File: src/rtl/plic_target.sv
// Per-target PLIC core: priority/enable/threshold arbitration over gateway pending
// bits, hart external-interrupt line, and a word-addressed claim/complete register port.
module plic_target #(
  parameter int unsigned N_SRC  = 8,
  parameter int unsigned PRIO_W = 3,
  parameter int unsigned ADDR_W = 6
) (
  input  logic              clk,
  input  logic              rst,
  input  logic [N_SRC-1:0]  ip,
  output logic [N_SRC-1:0]  claim,
  output logic [N_SRC-1:0]  complete,
  output logic              eip,
  input  logic              reg_we,
  input  logic              reg_re,
  input  logic [ADDR_W-1:0] reg_addr,
  input  logic [31:0]       reg_wdata,
  output logic [31:0]       reg_rdata,
  output logic              reg_rvalid
);

  localparam int unsigned ID_W = $clog2(N_SRC);
  localparam logic [ADDR_W-1:0] A_EN = ADDR_W'(N_SRC);
  localparam logic [ADDR_W-1:0] A_TH = ADDR_W'(N_SRC + 1);
  localparam logic [ADDR_W-1:0] A_CC = ADDR_W'(N_SRC + 2);

  logic [PRIO_W-1:0] prio [N_SRC];
  logic [N_SRC-1:0]  en;
  logic [PRIO_W-1:0] thr;
  logic [1:0]        hold, hold_d;
  logic [ID_W-1:0]   best_id_q, best_id_d;
  logic [PRIO_W-1:0] best_prio_q, best_prio_d;
  logic              claim_fire, comp_fire;
  logic [31:0]       rdata_d;

  // Ascending scan with strict '>' keeps the lowest id on priority ties.
  // en[0] is held at 0, so slot 0 never becomes a candidate.
  always_comb begin
    best_id_d   = '0;
    best_prio_d = '0;
    for (int unsigned i = 0; i < N_SRC; i++) begin
      if (ip[i] && en[i] && (prio[i] > thr) && (prio[i] > best_prio_d)) begin
        best_id_d   = ID_W'(i);
        best_prio_d = prio[i];
      end
    end
  end

  assign claim_fire = reg_re && (reg_addr == A_CC) && (hold == 2'd0) && (best_prio_q != '0);
  assign comp_fire  = reg_we && (reg_addr == A_CC) && (reg_wdata != 32'd0)
                      && (reg_wdata < 32'(N_SRC)) && en[reg_wdata[ID_W-1:0]];

  always_comb begin
    if (claim_fire)        hold_d = 2'd2;
    else if (hold != 2'd0) hold_d = hold - 2'd1;
    else                   hold_d = 2'd0;
  end

  always_comb begin
    rdata_d = '0;
    for (int unsigned i = 1; i < N_SRC; i++) begin
      if (reg_addr == ADDR_W'(i)) rdata_d[PRIO_W-1:0] = prio[i];
    end
    if (reg_addr == A_EN) rdata_d[N_SRC-1:0] = en;
    if (reg_addr == A_TH) rdata_d[PRIO_W-1:0] = thr;
    if (reg_addr == A_CC && hold == 2'd0) rdata_d[ID_W-1:0] = best_id_q;
  end

  always_ff @(posedge clk or posedge rst) begin
    if (rst) begin
      for (int unsigned i = 0; i < N_SRC; i++) prio[i] <= '0;
      en          <= '0;
      thr         <= '0;
      hold        <= '0;
      best_id_q   <= '0;
      best_prio_q <= '0;
      eip         <= 1'b0;
      claim       <= '0;
      complete    <= '0;
      reg_rdata   <= '0;
      reg_rvalid  <= 1'b0;
    end else begin
      if (reg_we) begin
        for (int unsigned i = 1; i < N_SRC; i++) begin
          if (reg_addr == ADDR_W'(i)) prio[i] <= reg_wdata[PRIO_W-1:0];
        end
        if (reg_addr == A_EN) en  <= {reg_wdata[N_SRC-1:1], 1'b0};
        if (reg_addr == A_TH) thr <= reg_wdata[PRIO_W-1:0];
      end
      hold        <= hold_d;
      best_id_q   <= best_id_d;
      best_prio_q <= best_prio_d;
      eip         <= (best_id_d != '0) && (hold_d == 2'd0);
      claim       <= claim_fire ? (N_SRC'(1) << best_id_q) : '0;
      complete    <= comp_fire ? (N_SRC'(1) << reg_wdata[ID_W-1:0]) : '0;
      reg_rvalid  <= reg_re;
      reg_rdata   <= reg_re ? rdata_d : '0;
    end
  end

endmodule

File: config.mk
export PLATFORM = sky130hd
export DESIGN_NAME = plic_target
export DESIGN_NICKNAME = d
export VERILOG_FILES = /design/src/rtl/plic_target.sv
export SDC_FILE = /design/constraint.sdc
export NUM_CORES = 1
export LEC_CHECK = 0
export CORE_ASPECT_RATIO = 1.75
export CORE_MARGIN = 2
export CORE_UTILIZATION = 47
export CTS_BUF_LIST = sky130_fd_sc_hd__clkbuf_8
export CTS_CLUSTER_SIZE = 40
export DETAILED_ROUTE_END_ITERATION = 7
export PLACE_DENSITY = 0.79
export SETUP_SLACK_MARGIN = 0.3
export SLEW_MARGIN = 20
export SYNTH_ARGS = -nofsm -noshare
export SYNTH_HDL_FRONTEND = slang
export SYNTH_SLANG_ARGS = --single-unit
File: constraint.sdc
create_clock -name clk -period 9.45 [get_ports clk]
set_input_delay 1.4175 -clock clk [delete_from_list [all_inputs] [get_ports clk]]
set_output_delay 1.4175 -clock clk [all_outputs]
set_load 0.02 [all_outputs]
== Yosys cells after proc, flatten, opt, wreduce, memory -nomap -nowiden ==
Index checks and enable logic that the tools add are counted.

* RAM bits: 0
* Output and inout port bits: 50
* Memories kept: 0
* Memory bits (read-only): 0
* Flip-flop bits (word level): 65
* Input bits: 50
* Latch bits: 0

* Div/mod/pow operators: 0
* $lt $le $gt $ge: 16
* Mux-type cells: 31
* Reductions and logical operators: 45
* Shift-type cells: 2
* Bitwise logic cells: 0
* $mul: 0
* Add/subtract/negate cells: 1
* Equal/unequal tests: 10

{| class="wikitable"
|+ Operators by type and width
! cell !! number
|-
| 2-to-1 mux 3 bit || 22
|-
| greater-than comparator 3 bit || 13
|-
| less-than comparator 32 x 4 -> 1 bit, second input constant || 1
|-
| 2-to-1 mux 8 bit || 4
|-
| nonzero test 32 bit || 1
|-
| logical AND 1 bit || 30
|-
| equality test 6 x 3 -> 1 bit, second input constant || 4
|-
| equality test 6 x 4 -> 1 bit, second input constant || 3
|-
| AND reduction 2 bit || 9
|-
| left shift 1 x 3 -> 8 bit, first input constant || 2
|-
| equality test 6 x 2 -> 1 bit, second input constant || 2
|-
| equality test 6 x 1 -> 1 bit, second input constant || 1
|-
| nonzero test 3 bit || 2
|-
| zero test 2 bit || 2
|-
| less-than comparator 3 x 4 -> 1 bit, second input constant || 1
|-
| 2-to-1 mux 2 bit || 2
|-
| binary-select mux 1 bit (select 3 bit) || 1
|-
| greater-than comparator 3 x 1 -> 1 bit, second input constant || 1
|-
| 2-to-1 mux 1 bit || 2
|-
| nonzero test 2 bit || 1
|-
| subtractor 2 x 1 -> 2 bit, second input constant || 1
|}

== Depth between registers and ports, before layout ==
Gate-level depths: netlist of run 1.

* Depth in word-level cells: 24
* Depth in mapped cells: 48

== Worst setup path after synthesis of run 1 ==
Ideal clock, no wire load.

* Path kind: input-to-reg
* Start: in ip[1]
* End: reg eip
* Library setup time: 0.087 ns
* Data arrival time: 9.737 ns
* Path buffers: 3
* Stages: 44
* Setup slack: -0.374 ns
* Data required time: 9.363 ns
* Cells stage by stage: o2111ai_1 or3b_1 buf_2 ha_1 nand3b_1 a22o_1 nor2_1 nand2_1 and2_1 ha_1 nand3b_1 a22oi_1 nand2_1 clkbuf_1 o211ai_1 o21ai_0 ha_1 nand3_1 (+8 left out) a21oi_1 o2111a_2 a211oi_4 a221oi_2 or2_1 ha_1 nand3_1 nand4_1 a221oi_1 inv_1 mux2_2 ha_1 nand3_1 nand4_1 nor3_1 nor2_1 and3_1 a211oi_2

* Longest elaborated chain between the ends: 24
* Elaborated cells on any way between the ends: 30
* Classes of those cells: 6 x order compare; 13 x mux; 11 x reduce/logical

{| class="wikitable"
|+ RTL lines
! element !! line !! RTL
|-
| from (decl) || 10 || <nowiki>input logic [N_SRC-1:0] ip,</nowiki>
|-
| logical AND 1 bit (*) (3 in a row) || 42 || <nowiki>if (ip[i] && en[i] && (prio[i] > thr) && (prio[i] > best_prio_d)) begin</nowiki>
|-
| 2-to-1 mux 3 bit || 42 ||
|-
| greater-than comparator 3 bit || 42 ||
|-
| logical AND 1 bit || 42 ||
|-
| 2-to-1 mux 3 bit || 42 ||
|-
| greater-than comparator 3 bit || 42 ||
|-
| logical AND 1 bit || 42 ||
|-
| 2-to-1 mux 3 bit || 42 ||
|-
| (+6 left out) || n/a ||
|-
| greater-than comparator 3 bit || 42 ||
|-
| logical AND 1 bit || 42 ||
|-
| 2-to-1 mux 3 bit || 42 ||
|-
| greater-than comparator 3 bit || 42 ||
|-
| logical AND 1 bit || 42 ||
|-
| 2-to-1 mux 3 bit (*) || 42 ||
|-
| nonzero test 3 bit (*) || 93 || <nowiki>eip <= (best_id_d != '0) && (hold_d == 2'd0);</nowiki>
|-
| logical AND 1 bit (*) || 93 ||
|-
| to (signal assigned) || 93 ||
|-
| to (decl) || 13 || <nowiki>output logic eip,</nowiki>
|}

Every way passes the cells marked *; elsewhere a longest branch is shown, timed or not.
A chain may end at the register's enable or synchronous reset.

== Final worst setup path of run 1 ==
* Start: in ip[1]
* End: reg best_id_q[1]

* Longest elaborated chain between the ends: 22
* Elaborated cells on any way between the ends: 27
* Classes of those cells: 6 x order compare; 12 x mux; 9 x reduce/logical

{| class="wikitable"
|+ RTL lines
! element !! line !! RTL
|-
| logical AND 1 bit (*) (3 in a row) || 42 ||
|-
| 2-to-1 mux 3 bit (*) || 42 ||
|-
| greater-than comparator 3 bit || 42 ||
|-
| logical AND 1 bit || 42 ||
|-
| 2-to-1 mux 3 bit || 42 ||
|-
| greater-than comparator 3 bit || 42 ||
|-
| logical AND 1 bit || 42 ||
|-
| 2-to-1 mux 3 bit || 42 ||
|-
| (+5 left out) || n/a ||
|-
| 2-to-1 mux 3 bit || 42 ||
|-
| greater-than comparator 3 bit || 42 ||
|-
| logical AND 1 bit || 42 ||
|-
| 2-to-1 mux 3 bit || 42 ||
|-
| greater-than comparator 3 bit || 42 ||
|-
| logical AND 1 bit || 42 ||
|-
| 2-to-1 mux 3 bit (*) || 42 ||
|-
| named net best_id_d[1] || 31 || <nowiki>logic [ID_W-1:0] best_id_q, best_id_d;</nowiki>
|-
| to (signal assigned) || 91 || <nowiki>best_id_q <= best_id_d;</nowiki>
|-
| to (decl) || 31 ||
|}

Mark *: on every way through the listed nets, which the timed path passes. The rest lies on a longest branch.

==> flow_summary.json, run 1 <==
{
  "die-height_microns": 130.2,
  "timing.critical_path.mode_cell": "buf_4",
  "fillers": 656,
  "syn_area_sq_mm": 0.004274,
  "synth_seq_cells": 65,
  "antenna_found_initial": 0,
  "crit_fanout": 6,
  "crit_path_max_incr_delay_ns": 0.42,
  "cts_made_buffers": 9,
  "yosysWarnings": 3,
  "start_util_pct": 47.60,
  "fin_crit_ns": 8.915,
  "coreArea_sq_mm": 0.008979,
  "synth_cell_types": 62,
  "finalSetupViolations": 0,
  "dp_hpwl_mm": 9.113,
  "drtPass1Iterations": 4,
  "final_layout_size_suffix_gt1_share_pct": 30.34,
  "cts_sinks": 65,
  "diodes": 0,
  "ant_nets": 0,
  "cp.arrival_ns": 9.19,
  "cts-root-buf": "clkbuf_8",
  "setup_ws_ns": 0.5350,
  "clock-skew-final_ns": 0.007453,
  "power.density_mw_per_mm2": 143.8,
  "synth_edf_count": 0,
  "final-seq-area_sq_mm": 0.001627,
  "p_total_uw": 881.9,
  "synthCells": 441,
  "peakVddDrop_mv": 0.07390,
  "grt_remaining_overflow": 0,
  "multiInputGateArea_sq_mm": 0.002779,
  "synth_mux_area_share_pct": 8.285,
  "max-cap-violations": 0,
  "synthAdderAreaFrac_pct": 11.12,
  "synth_compound_area_share_pct": 16.16,
  "fin_nets": 673,
  "hold_violations": 0,
  "drt_wl_total_mm": 12.86,
  "drc": 0,
  "synth_xor_xnor_area_share_pct": 0,
  "area_delta_synth_final_pct": 43.47,
  "drtIter0Drc": 224,
  "post-place-cells": 661,
  "grt_use_total_pct": 25.55,
  "die_x_microns": 76.09,
  "cts_max_level": 3,
  "maxSlewHeadroom_pct": 47.32,
  "final_common_cell": "clkdlybuf4s50_1",
  "place_area_sq_mm": 0.005389,
  "insertion_delay_ns": 0.36,
  "grt_max_degree": 66,
  "design_area_sq_mm": 0.006132,
  "clk_path_buf_depth": 2,
  "path_class": "in2reg",
  "cp.required_ns": 9.72,
  "mostFrequentLayoutCells": "clkdlybuf4s50_1 (73), buf_4 (66), dfrtp_1 (65), ha_1 (31), nand2_1 (29)",
  "routed_via_density": 5.648,
  "grt_pass1_vias": 3984,
  "clk_pin_slew_worst_paths_ns": 0.07,
  "status": "complete, no violations",
  "ys_seq_area_share_pct": 38.06,
  "die-area_sq_mm": 0.009902,
  "async_reset_ff_share_pct": 100.0,
  "power.leakage_nw": 2.783,
  "grt_pass1_wl_mm": 19.60,
  "synth-simple-area-share_pct": 18.97,
  "dp_slack_ns": -0.3237,
  "stdcell_count": 710,
  "fmax_mhz": 112.2,
  "num_rows": 46,
  "synth_top_family_by_area": "simple AND/OR/NAND/NOR gates",
  "fin_crit_sh_pct": 94.34,
  "grt_setup_unrepaired": "no",
  "hp-class": "reg2reg",
  "crit_path_top_delay_cell": "or3b_4",
  "slew_viol_final": 0,
  "cts_tree": "built",
  "port_buffers": 74,
  "syn_area_per_cell_sq_um": 9.692,
  "worstMarginPinSlew_ns": 0.7902,
  "wl_per_cell_microns": 18.11,
  "cp-end-kind": "flip-flop",
  "vias": 4010,
  "ios": 100,
  "place.gp.congestion": 0.9415,
  "critPathLaunchType": "input pin",
  "synth_flop_cell": "dfrtp_1"
}
==> per-layer routing <==
metal  vias to the layer above  wire (microns)  GRT usage, %
met5                         -               0             0
met4                         0             867         19.25
met3                        57             541         4.149
met2                       154            7056         48.42
met1                      1943            4392         24.83
li1                       1856               -             -
==> cells in the mapped netlist, drive strengths merged, types with 10 or more instances <==
master | instances | area [sq um]
dfrtp | 65 | 1627
ha | 38 | 475.5
nand2 | 31 | 116.4
nor2 | 31 | 116.4
buf | 26 | 188.9
mux2 | 25 | 281.5
o21ai | 24 | 120.1
inv | 22 | 82.58
a21oi | 19 | 98.85
nand3 | 16 | 80.08
nor3 | 12 | 70.07
and2 | 11 | 68.82
clkbuf | 11 | 41.29
nand2b | 10 | 62.56
==> final timing paths <==
check | slack (ns) | start | cells past startpoint | end
max in group asynchronous | 7.32 | rst | 3 | prio[4]
hold reg to reg | 0.49 | hold[0] | 1 | hold[0]
hold / removal | 0.49 | hold[0] | 1 | hold[0]
setup / recovery | 0.53 | ip[1] | 51 | best_id_q[1]
setup reg to reg | 0.65 | thr[2] | 54 | best_id_q[1]
min in group asynchronous | 1.62 | rst | 3 | complete[1]
==> worst max-delay path, delay by kind of cell <==
| kind | cells | cell delay (ns) |
|---|---|---|
| AO/OA/AOI/OAI | 11 | 1.59 |
| buffers and inverters | 24 | 2.98 |
| adder cells (fa/ha/maj) | 4 | 1.05 |
| AND/OR/NAND/NOR | 11 | 1.83 |
| multiplexers | 1 | 0.32 |
==> report_power, final <==
| part | internal [mW] | total (mW) | switching [mW] | leakage (nW) |
|---|---|---|---|---|
| registers | 0.303 | 0.343 | 0.0401 | 0.856 |
| logic | 0.151 | 0.305 | 0.154 | 1.82 |
| clock network | 0.127 | 0.234 | 0.107 | 0.102 |
==> cells by family after synthesis <==
kind of cell | count (synthesis)
AOI/OAI and AO/OA | 95
adders and majority gates | 38
buffers and inverters | 59
DFF | 65
muxes | 31
other | 1
and+or+nand+nor | 152
==> metrics by stage <==
step,utilization [%],setup TNS [ns],hold slack (ns)
after CTS,65.29,0,0.4912
after global placement,60.02,-0.3306,0.4645
after floorplan,-,0,0.4450
after global routing,68.30,0,0.5084
after detailed placement,60.02,-1.760,0.4745
final,68.30,0,0.4912
==> registers in the layout, indices dropped and copies added, names as in the netlist <==
register,count
en,7
prio,21
complete,8
best_id_q,3
eip,1
hold,2
thr,3
claim,8
best_prio_q,3
reg_rdata,8
reg_rvalid,1
==> timing repair <==
action / CTS / global route
resized for setup: 23 / 37
endpoints found under the setup margin: 7 / 7
hold endpoints to repair: 0 / 0
pin swaps: 19 / 33
hold buffers: 0 / 0
buffers inserted: 20 / 13
==> final cells by class <==
class / count / area share [%]
clock inverter: 6 / 0.9386
tap: 120 / 2.448
inverter: 22 / 1.347
clock buffer: 10 / 2.244
timing repair buffer: 146 / 21.18
sequential: 65 / 26.53
multi-input combinational: 341 / 45.32
Power figures use the tool's default switching activity.
==> run 2, diff against run 1 <==
--- a/config.mk
+++ b/config.mk
@@ -5,13 +5,14 @@
 export SDC_FILE = /design/constraint.sdc
 export NUM_CORES = 1
 export LEC_CHECK = 0
+export CELL_PAD_IN_SITES_DETAIL_PLACEMENT = 1
+export CELL_PAD_IN_SITES_GLOBAL_PLACEMENT = 1
 export CORE_ASPECT_RATIO = 1.75
-export CORE_MARGIN = 2
-export CORE_UTILIZATION = 47
+export CORE_UTILIZATION = 36
 export CTS_BUF_LIST = sky130_fd_sc_hd__clkbuf_8
 export CTS_CLUSTER_SIZE = 40
 export DETAILED_ROUTE_END_ITERATION = 7
-export PLACE_DENSITY = 0.79
+export PLACE_DENSITY_LB_ADDON = 0.1
 export SETUP_SLACK_MARGIN = 0.3
 export SLEW_MARGIN = 20
 export SYNTH_ARGS = -nofsm -noshare
==> run 2 against run 1 <==
Compared with the run above: the flow now finishes with violations (design-rule violations); power rose by 5.3%; design area rose by 0.73%; clock-buffer cell count rose by 1; clock power rose by 17%; combinational power rose by 2%; critical endpoint is now best_id_q[2]; sequential share of layout area fell by 0.19 points.
==> flow_summary.json, run 2 (synthesis results as in run 1) <==
{
  "timing.critical_path.mode_cell": "buf_4",
  "crit_fanout": 6,
  "grt_pass1_vias": 4219,
  "num_rows": 52,
  "area_delta_synth_final_pct": 44.53,
  "top_register": "prio",
  "place.gp.congestion": 0.7919,
  "peakVddDrop_mv": 0.07047,
  "port_buffers": 74,
  "setup_ws_ns": 0.5648,
  "post-place-cells": 680,
  "die-area_sq_mm": 0.01233,
  "min_from": "hold[0]",
  "critPathLaunch": "ip[1]",
  "ios": 100,
  "worstMarginPinSlew_ns": 0.7976,
  "crit_path_max_incr_delay_ns": 0.43,
  "crit_path_top_delay_cell": "or3b_4",
  "start_util_pct": 36.91,
  "clk_pin_slew_worst_paths_ns": 0.07,
  "diodes": 0,
  "slew_viol_final": 0,
  "status": "finished, violations left",
  "clock-skew-final_ns": 0.005846,
  "rrSetupSlack_ns": 0.63,
  "die-height_microns": 146.1,
  "hold_depth": 1,
  "fmax_mhz": 112.5,
  "cp.required_ns": 9.69,
  "dp_slack_ns": -0.5152,
  "final_util_pct": 53.34,
  "drtIter0Drc": 184,
  "antenna_found_initial": 0,
  "stdcell_count": 724,
  "routed_via_density": 5.441,
  "cp.arrival_ns": 9.13,
  "ctsHoldBuffers": 0,
  "drc": 9,
  "fin_crit_sh_pct": 94.02,
  "critPathLaunchType": "input pin",
  "grt_max_degree": 66,
  "power.leakage_nw": 2.781,
  "grt_setup_unrepaired": "no",
  "hp-class": "reg2reg",
  "vias": 3939,
  "drtPass1Iterations": 7,
  "clk_path_buf_depth": 2,
  "path_class": "in2reg",
  "ant_nets": 0,
  "coreArea_sq_mm": 0.01158,
  "cp-end-kind": "flip-flop",
  "regToRegEndpoint": "best_id_q[2]",
  "r2r_start": "prio[20]",
  "mostFrequentLayoutCells": "clkdlybuf4s50_1 (73), buf_4 (68), dfrtp_1 (65), ha_1 (30), nand2_1 (28)",
  "hold_violations": 0,
  "wl_per_cell_microns": 19.93,
  "final_common_cell": "clkdlybuf4s50_1",
  "grt_remaining_overflow": 0,
  "dp_hpwl_mm": 10.37,
  "cts_made_buffers": 9,
  "grt_use_total_pct": 23.62,
  "cts_tree": "built",
  "fin_nets": 672,
  "cts_max_level": 3,
  "grt_pass1_wl_mm": 22.15,
  "drt_wl_total_mm": 14.43,
  "r2r_cells": 55,
  "cts-root-buf": "clkbuf_8",
  "maxSlewHeadroom_pct": 46.83,
  "failed_checks": "design-rule violations",
  "power.density_mw_per_mm2": 150.3,
  "holdPathEnd": "hold[0]",
  "die_x_microns": 84.37,
  "finalSetupViolations": 0,
  "fin_crit_ns": 8.885,
  "max-cap-violations": 0,
  "largest_register_ff_count": 21,
  "cts_sinks": 65,
  "insertion_delay_ns": 0.36,
  "final_layout_size_suffix_gt1_share_pct": 30.39
}
==> run 2: layout make-up <==
type                    instances  area [sq um]
clock buffers                  11         151.4
clock inverters                 5         77.57
fillers                      1334          5404
inverters                      22         82.58
multi-input cells             341          2784
flip-flops and latches         65          1627
well taps                     135         168.9
repair buffers                145          1286
==> run 2: worst max-delay path, delay by kind of cell <==
kind / cells / cell delay [ns]
simple gates: 16 / 2.15
compound gates: 8 / 1.50
buf+inv: 26 / 3.09
fa+ha+maj: 4 / 0.97
==> run 2: what timing repair did <==
action                                  in CTS  in global routing
gates resized for setup                     31                 25
endpoints found under the setup margin       7                  7
setup buffers                               20                  8
pin swaps                                   18                 31
==> run 2: report_power, final <==
part	switching, mW	leakage, nW	internal, mW	total (mW)
Sequential	0.0411	0.856	0.303	0.344
Clock	0.111	0.115	0.162	0.273
Combinational	0.160	1.81	0.151	0.311
==> run 2: layer usage <==
| layer | vias to the layer above | wire length, microns | track usage, % |
|---|---|---|---|
| li1 | 1841 | - | - |
| met1 | 1980 | 5282 | 24.56 |
| met2 | 93 | 8426 | 47.09 |
| met3 | 25 | 380 | 3.166 |
| met4 | 0 | 342 | 8.390 |
| met5 | - | 0 | 0 |
==> run 2: worst max path at each step <==
stage                     slack (ns)              to
after floorplan                 0.30             eip
after global placement         -0.28             eip
after detailed placement       -0.52  best_prio_q[0]
after CTS                       0.30             eip
after global routing            0.25  best_prio_q[1]
final                           0.56    best_id_q[2]
==> run 2: metrics by stage <==
step | area, sq um | total power, mW | setup TNS (ns) | hold slack, ns
2_1_floorplan | 4449 | 0.4992 | 0 | 0.4450
3_3_place_gp | 5438 | 0.5890 | -1.273 | 0.4651
5_1_grt | 6177 | 0.9763 | 0 | 0.5113
3_5_place_dp | 5438 | 0.6029 | -2.863 | 0.4880
4_1_cts | 5996 | 0.9052 | 0 | 0.5013
6_report | 6177 | 0.9284 | 0 | 0.5078
